## config.mk

```make
export PLATFORM = sky130hd
export DESIGN_NAME = mesh_link_tx
export DESIGN_NICKNAME = d
export VERILOG_FILES = /design/src/rtl/mesh_link_tx.sv
export SDC_FILE = /design/constraint.sdc
export NUM_CORES = 1
export LEC_CHECK = 0
export CORE_ASPECT_RATIO = 1.1
export CORE_MARGIN = 1.5
export CORE_UTILIZATION = 46
export CTS_CLUSTER_SIZE = 24
export DETAILED_ROUTE_END_ITERATION = 12
export PLACE_DENSITY = 0.88
export SLEW_MARGIN = 20
export SYNTH_ARGS = -nofsm -noshare
export SYNTH_HDL_FRONTEND = slang
export SYNTH_SLANG_ARGS = --single-unit
```

## constraint.sdc

```tcl
create_clock -name clk -period 5.1 [get_ports clk]
set_clock_uncertainty 0.15 [all_clocks]
set_input_delay 0.51 -clock clk [delete_from_list [all_inputs] [get_ports clk]]
set_output_delay 0.51 -clock clk [all_outputs]
set_load 0.01 [all_outputs]
```

## src/rtl/mesh_link_tx.sv

```systemverilog
// Transmit endpoint of a mesh link: a 2-entry flit FIFO between a router output
// port and the link, plus per-link flit and stall counters.
module mesh_link_tx #(
    parameter int unsigned WIDTH = 64,
    parameter int unsigned CNT_W = 16
) (
    input  logic             clk,
    input  logic             reset,
    input  logic [WIDTH-1:0] tx_data,
    input  logic             tx_valid,
    output logic             tx_ready,
    output logic [WIDTH-1:0] dout,
    output logic             so,
    input  logic             ro,
    input  logic             clr_cnt,
    output logic [CNT_W-1:0] flit_cnt,
    output logic [CNT_W-1:0] stall_cnt
);

    typedef enum logic [1:0] {
        EMPTY = 2'd0,
        ONE   = 2'd1,
        FULL  = 2'd2
    } state_t;

    localparam logic [CNT_W-1:0] CNT_MAX = '1;

    state_t           state;
    state_t           state_nxt;
    logic [WIDTH-1:0] tail;
    logic             push;
    logic             pop;
    logic             load_head;
    logic             head_from_tail;
    logic             load_tail;

    // Ready comes from registered state only, so there is no path from ro.
    assign tx_ready = (state != FULL) && !reset;
    assign push     = tx_valid && tx_ready;
    assign pop      = so && ro;

    // Occupancy state register; so mirrors "not empty" as a flop.
    always_ff @(posedge clk or posedge reset) begin
        if (reset) begin
            state <= EMPTY;
            so    <= 1'b0;
        end else begin
            state <= state_nxt;
            so    <= (state_nxt != EMPTY);
        end
    end

    // Next-state and FIFO write controls.
    always_comb begin
        state_nxt      = state;
        load_head      = 1'b0;
        head_from_tail = 1'b0;
        load_tail      = 1'b0;
        case (state)
            EMPTY: begin
                if (push) begin
                    state_nxt = ONE;
                    load_head = 1'b1;
                end
            end
            ONE: begin
                if (push && pop) begin
                    load_head = 1'b1;
                end else if (push) begin
                    state_nxt = FULL;
                    load_tail = 1'b1;
                end else if (pop) begin
                    state_nxt = EMPTY;
                end
            end
            FULL: begin
                if (pop) begin
                    state_nxt      = ONE;
                    load_head      = 1'b1;
                    head_from_tail = 1'b1;
                end
            end
            default: state_nxt = EMPTY;
        endcase
    end

    // Head drives the link directly; tail only holds the second flit.
    always_ff @(posedge clk or posedge reset) begin
        if (reset) begin
            dout <= '0;
            tail <= '0;
        end else begin
            if (load_head) begin
                dout <= head_from_tail ? tail : tx_data;
            end
            if (load_tail) begin
                tail <= tx_data;
            end
        end
    end

    // Flit counter wraps; stall counter saturates; clear wins over both.
    always_ff @(posedge clk or posedge reset) begin
        if (reset) begin
            flit_cnt  <= '0;
            stall_cnt <= '0;
        end else if (clr_cnt) begin
            flit_cnt  <= '0;
            stall_cnt <= '0;
        end else begin
            if (pop) begin
                flit_cnt <= flit_cnt + CNT_W'(1);
            end
            if (so && !ro && (stall_cnt != CNT_MAX)) begin
                stall_cnt <= stall_cnt + CNT_W'(1);
            end
        end
    end

endmodule

```

==> results.json, run 1 <==
{
  "yosys.area_share.simple_pct": 11.9,
  "async_flop_share_pct": 100,
  "cts_resized": 0,
  "placement.io_buffers": 166,
  "ctsHoldBuffers": 0,
  "relSlewSlack_pct": 43.4,
  "cts_made_buffers": 17,
  "core_um2": 15900,
  "r2r_start": "so",
  "finish.utilization_pct": 62.7,
  "grt_first_pass_wirelength_um": 26500,
  "placed_area_um2": 9290,
  "cts_setup_buffers": 0,
  "cts_buffer_depth": 2,
  "cts_tree": "yes",
  "vias_per_cell": 5.29,
  "synth_xor_area_share_pct": 1.16,
  "crit_slowest_cell": "inv_6",
  "crit_chain": "clkdlybuf4s50_1 > inv_6 > and2_1 > clkdlybuf4s50_1",
  "grt_max_degree": 87,
  "setup_viol": 0,
  "outcome": "finished, final reports clean",
  "worst_hold_startpoint": "tail[29]",
  "rows": 48,
  "synth.mux.area_fraction_pct": 23.0,
  "hp-class": "reg2reg",
  "seq_area_um2": 4080,
  "cp_top_family": "buffers and inverters",
  "synthesis.nets": 699,
  "grt_antenna_before_repair": 0,
  "required_ns": 4.44,
  "crit_path_end_kind": "output port",
  "clk_pin_slew_worst_paths_ns": 0.06,
  "dp_cells": 965,
  "wl_um": 16300,
  "p_per_area_nw_per_um2": 522,
  "die-area_um2": 17200,
  "grt-ovfl-total": 0,
  "hold_viol_final": 0,
  "ys_seq_area_share_pct": 54.1,
  "drc": 0,
  "initial_core_util_pct": 47.5,
  "wl_met1_um": 7200,
  "postLayoutCellArea_um2": 9940,
  "fin_cells": 995,
  "diodes": 0,
  "tns_ns": 0,
  "synthAdderAreaFrac_pct": 0.332,
  "crit_top_cell": "clkdlybuf4s50_1",
  "synth.top_cell.area_share_pct": 54.1,
  "cts.sinks": 163,
  "yosys.area.top_type": "dfrtp_1",
  "power.total_mw": 5.19,
  "fin_crit_sh_pct": 61.8,
  "netlist_area_um2": 7530,
  "met2WireLength_um": 8150,
  "synth-seq-cells": 163,
  "leakagePower_nw": 4.75,
  "grt_pass1_vias": 5286,
  "place.gp.congestion": 0.782,
  "worst_slack_ns": 1.95,
  "hpwl_um": 10700,
  "multi_input_comb_area_um2": 3220,
  "dieWidth_um": 125,
  "synth-compound-area-share_pct": 6.18,
  "yosysUniqueCellTypes": 45,
  "synth_flop_cell": "dfrtp_1",
  "critical_path_buf_inv_count": 3,
  "yosys-top-cells-area": "dfrtp_1, mux2_4, mux2i_1",
  "fin_crit_ns": 3.15,
  "worst_slew_pin_slew_ns": 0.849,
  "max_stage_delay_ns": 0.59,
  "drv_slew": 0,
  "dr.pass1.iters": 6,
  "avgSynthCellArea_um2": 12.0,
  "dr_wl_met3_um": 721,
  "io_pins": 167,
  "synth.most_common_cell": "dfrtp_1",
  "critical_path_class": "in2out",
  "drive_gt1_share_pct": 15.3,
  "synth_warnings": 0,
  "holdWs_ns": 0.355,
  "arrival_ns": 2.49,
  "nFillCells": 1195,
  "cts-htree-levels": 4,
  "drt_iter0_drc": 283,
  "dp_slack_ns": 1.84,
  "ir_drop_uv": 308,
  "postSynthCellCount": 628,
  "root_buffer": "clkbuf_16",
  "fin_nets": 856,
  "die_h_um": 137,
  "top_layer_used": "met4",
  "clock_latency_ns": 0.41,
  "grt_util_all_layers_pct": 19.3,
  "synth_top_family_by_area": "multiplexers",
  "wl_per_cell_um": 16.4,
  "area_growth_pct": 31.9,
  "ant_nets": 0,
  "cap_viol_max_count": 0,
  "startpoint": "reset",
  "start_kind": "input port",
  "clock.fmax_mhz": 317,
  "grt_setup_unrepaired": "no",
  "route.vias.total": 5267,
  "synth_edf_count": 0,
  "critPathMaxFanout": 86,
  "yosys-top-cells-count": "dfrtp_1, nor2_1, a21oi_1, mux2i_1, mux2_4"
}
-- final cells by class --
type / instances / area share [%]
clock buffers: 25 / 5.19
clock inverters: 4 / 0.957
inverters: 3 / 0.164
multi-input cells: 425 / 32.4
flip-flops and latches: 163 / 41.0
well taps: 200 / 2.52
repair buffers: 175 / 17.7
-- registers in the layout (all words and copies together) (netlist names) --
register   cells
stall_cnt     16
dout          64
tail          64
flit_cnt      16
state          2
so             1
-- routing by layer --
layer | GRT usage, % | vias to the layer above
met1 | 25.4 | 2625
met3 | 4.12 | 23
met2 | 32.1 | 133
met5 | 0 | -
li1 | - | 2486
met4 | 6.57 | 0
-- final timing paths --
kind                       slack (ns)       endpoint  depth (start not counted)
setup / recovery                 1.95       tx_ready                          4
hold / removal                   0.35       tail[29]                          1
setup reg to reg                 2.62        tail[0]                          4
hold reg to reg                  0.35       tail[29]                          1
max in group asynchronous        2.99  stall_cnt[13]                          3
min in group asynchronous        0.55        dout[8]                          2
-- cell usage in the layout, fill, tap and decap left out, types with 4 or more instances in the layout --
cell,count
and3_1,5
nor2b_1,17
clkdlybuf4s50_1,166
mux2_4,49
and2_1,6
buf_4,6
nor3_1,4
dfrtp_1,163
mux2i_1,65
nor2_1,94
nand3_1,11
xor2_1,6
clkbuf_8,6
nand2_1,15
nand2b_1,5
and4_1,4
mux2_2,28
xnor2_1,4
a21oi_1,75
nand4_1,8
clkbuf_16,17
-- where the power goes --
| group | internal, mW | switching, mW | total, mW |
|---|---|---|---|
| Combinational | 1.03 | 0.685 | 1.72 |
| Clock | 0.842 | 0.490 | 1.33 |
| Sequential | 1.82 | 0.317 | 2.13 |
| Total | 3.69 | 1.49 | 5.19 |
-- logic make-up after synthesis --
family,count (synthesis)
adder cells (fa/ha/maj),2
buffers and inverters,40
multiplexers,145
flip-flops,163
XOR/XNOR,10
AND/OR/NAND/NOR,181
AO/OA/AOI/OAI,87
Power figures use the tool's default switching activity.
==> inputs of run 2 (changes only) <==
--- a/config.mk
+++ b/config.mk
@@ -7,10 +7,10 @@
 export LEC_CHECK = 0
 export CORE_ASPECT_RATIO = 1.1
 export CORE_MARGIN = 1.5
-export CORE_UTILIZATION = 46
+export CORE_UTILIZATION = 51
 export CTS_CLUSTER_SIZE = 24
 export DETAILED_ROUTE_END_ITERATION = 12
-export PLACE_DENSITY = 0.88
+export PLACE_DENSITY = 0.92
 export SLEW_MARGIN = 20
 export SYNTH_ARGS = -nofsm -noshare
 export SYNTH_HDL_FRONTEND = slang
==> constraint.sdc (replaced) <==
create_clock -name clk -period 3.2 [get_ports clk]
set_clock_uncertainty 0.15 [all_clocks]
set_input_delay 0.32 -clock clk [delete_from_list [all_inputs] [get_ports clk]]
set_output_delay 0.32 -clock clk [all_outputs]
set_load 0.01 [all_outputs]
==> run 2 against run 1 <==
Net effect: power rose by 59%; routed wire length down 1.0%; worst hold slack lost 0.00069 ns; global-route usage grew 1.8 points; via count is 0.46% lower; clock-buffer cell count down 5; die area fell by 9.6%; final cell count fell by 0.80%; largest power group unchanged; highest routed layer unchanged.
==> results.json, run 2 (same netlist as run 1, synthesis figures left out) <==
{
  "placement.io_buffers": 166,
  "cts_made_buffers": 17,
  "rows": 46,
  "dieWidth_um": 119,
  "critical_path_class": "in2reg",
  "grt_antenna_before_repair": 0,
  "max_stage_delay_ns": 0.63,
  "clock.fmax_mhz": 459,
  "grt_setup_unrepaired": "no",
  "worst_slew_pin_slew_ns": 0.838,
  "drive_gt1_share_pct": 15.5,
  "outcome": "finished, final reports clean",
  "crit_chain": "clkdlybuf4s50_1 > a21boi_1 > nand2b_4 > buf_4 > o21ai_0 > nand3b_1",
  "ir_drop_uv": 563,
  "layout_commonest_cell": "clkdlybuf4s50_1",
  "cp_top_family": "buffers and inverters",
  "io_pins": 167,
  "cts_tree": "yes",
  "die_h_um": 130,
  "hp-class": "reg2reg",
  "ant_nets": 0,
  "grt_max_degree": 164,
  "swShare_pct": 28.7,
  "wl_um": 16100,
  "finish.utilization_pct": 68.8,
  "diodes": 0,
  "holdWs_ns": 0.354,
  "leakagePower_nw": 4.75,
  "comb_power_share_pct": 32.9,
  "grt_first_pass_wirelength_um": 25800,
  "cts_resized": 0,
  "placed_area_um2": 9330,
  "cts.sinks": 163,
  "crit_path_end_kind": "register",
  "hold_viol_final": 0,
  "drc": 0,
  "fin_crit_sh_pct": 68.1,
  "setup_viol": 0,
  "arrival_ns": 2.31,
  "hpwl_um": 10300,
  "grt-ovfl-total": 0,
  "die-area_um2": 15500,
  "required_ns": 3.33,
  "critical_path_buf_inv_count": 2,
  "vias_per_cell": 5.31,
  "start_kind": "input port",
  "cap_viol_max_count": 0,
  "cts-htree-levels": 4,
  "p_switching_mw": 2.37,
  "cts_setup_buffers": 0,
  "fin_nets": 856,
  "ctsHoldBuffers": 0,
  "grt_util_all_layers_pct": 21.1,
  "grt_pass1_vias": 5166,
  "crit_slowest_cell": "clkdlybuf4s50_1",
  "relSlewSlack_pct": 44.2,
  "critPathMaxFanout": 42,
  "place.gp.congestion": 0.768,
  "p_int_mw": 5.87,
  "route.vias.total": 5243,
  "drv_slew": 0,
  "most-common-layout-cells": "clkdlybuf4s50_1, dfrtp_1, nor2_1",
  "clk_pin_slew_worst_paths_ns": 0.06,
  "reg.largest.list": "dout: 64 flops, tail: 64 flops",
  "clock_latency_ns": 0.42,
  "dr.pass1.iters": 5,
  "core_um2": 14400,
  "cts_buffer_depth": 2,
  "p_clk_share_pct": 25.8,
  "fin_crit_ns": 2.18,
  "seq_power_share_pct": 41.3,
  "postLayoutCellArea_um2": 9940,
  "drt_iter0_drc": 262,
  "p_per_area_nw_per_um2": 829,
  "initial_core_util_pct": 52.1,
  "area_growth_pct": 31.9,
  "wl_per_cell_um": 16.4,
  "root_buffer": "clkbuf_16",
  "tns_ns": 0
}
-- run 2: worst paths after layout --
check | slack (ns) | startpoint | end | cells after the start
max | 1.02 | ro | so | 6
min | 0.35 | tail[6] | tail[6] | 1
max reg2reg | 1.07 | so | so | 5
min reg2reg | 0.35 | tail[6] | tail[6] | 1
max in group asynchronous | 1.86 | reset | stall_cnt[9] | 3
min in group asynchronous | 0.48 | reset | flit_cnt[2] | 3
-- run 2: layout make-up --
cell class                      count  area [um2]
Fill cell                        1009        4510
Sequential cell                   163        4080
Multi-Input combinational cell    425        3220
Timing Repair Buffer              175        1770
Clock buffer                       20         457
Tap cell                          192         240
Clock inverter                      9         155
Inverter                            3        15.0
-- run 2: power by group through the flow --
stage	clock (mW)	sequential, mW	combinational (mW)
after global placement	0	3.39	2.63
after CTS	2.17	3.40	2.75
after floorplan	0	3.50	1.40
after detailed placement	0	3.39	2.74
final	2.12	3.41	2.71
after global routing	2.25	3.49	2.93
-- run 2: worst register-to-register path, stage by stage, from the launching register on --
cell	delay (ns)
dfrtp_1	0.49
a21boi_1	0.22
nand2b_4	0.12
buf_4	0.57
o21ai_0	0.23
nand3b_1	0.22
-- run 2: per-layer routing --
layer | global-route usage [%] | vias up | part of all wire [%]
met1 | 26.9 | 2613 | 44
met3 | 5.43 | 13 | 4.3
met2 | 35.8 | 124 | 51
met5 | 0 | - | 0
met4 | 6.59 | 0 | 0.92
li1 | - | 2493 | -
-- run 2: metrics by stage --
stage | std cells | setup WS [ns] | power [mW]
finish | 987 | 1.02 | 8.24
global route | 987 | 0.902 | 8.68
CTS | 987 | 0.984 | 8.31
detailed placement | 958 | 0.550 | 6.13
global placement | 958 | 0.659 | 6.03
floorplan | 628 | -0.433 | 4.90
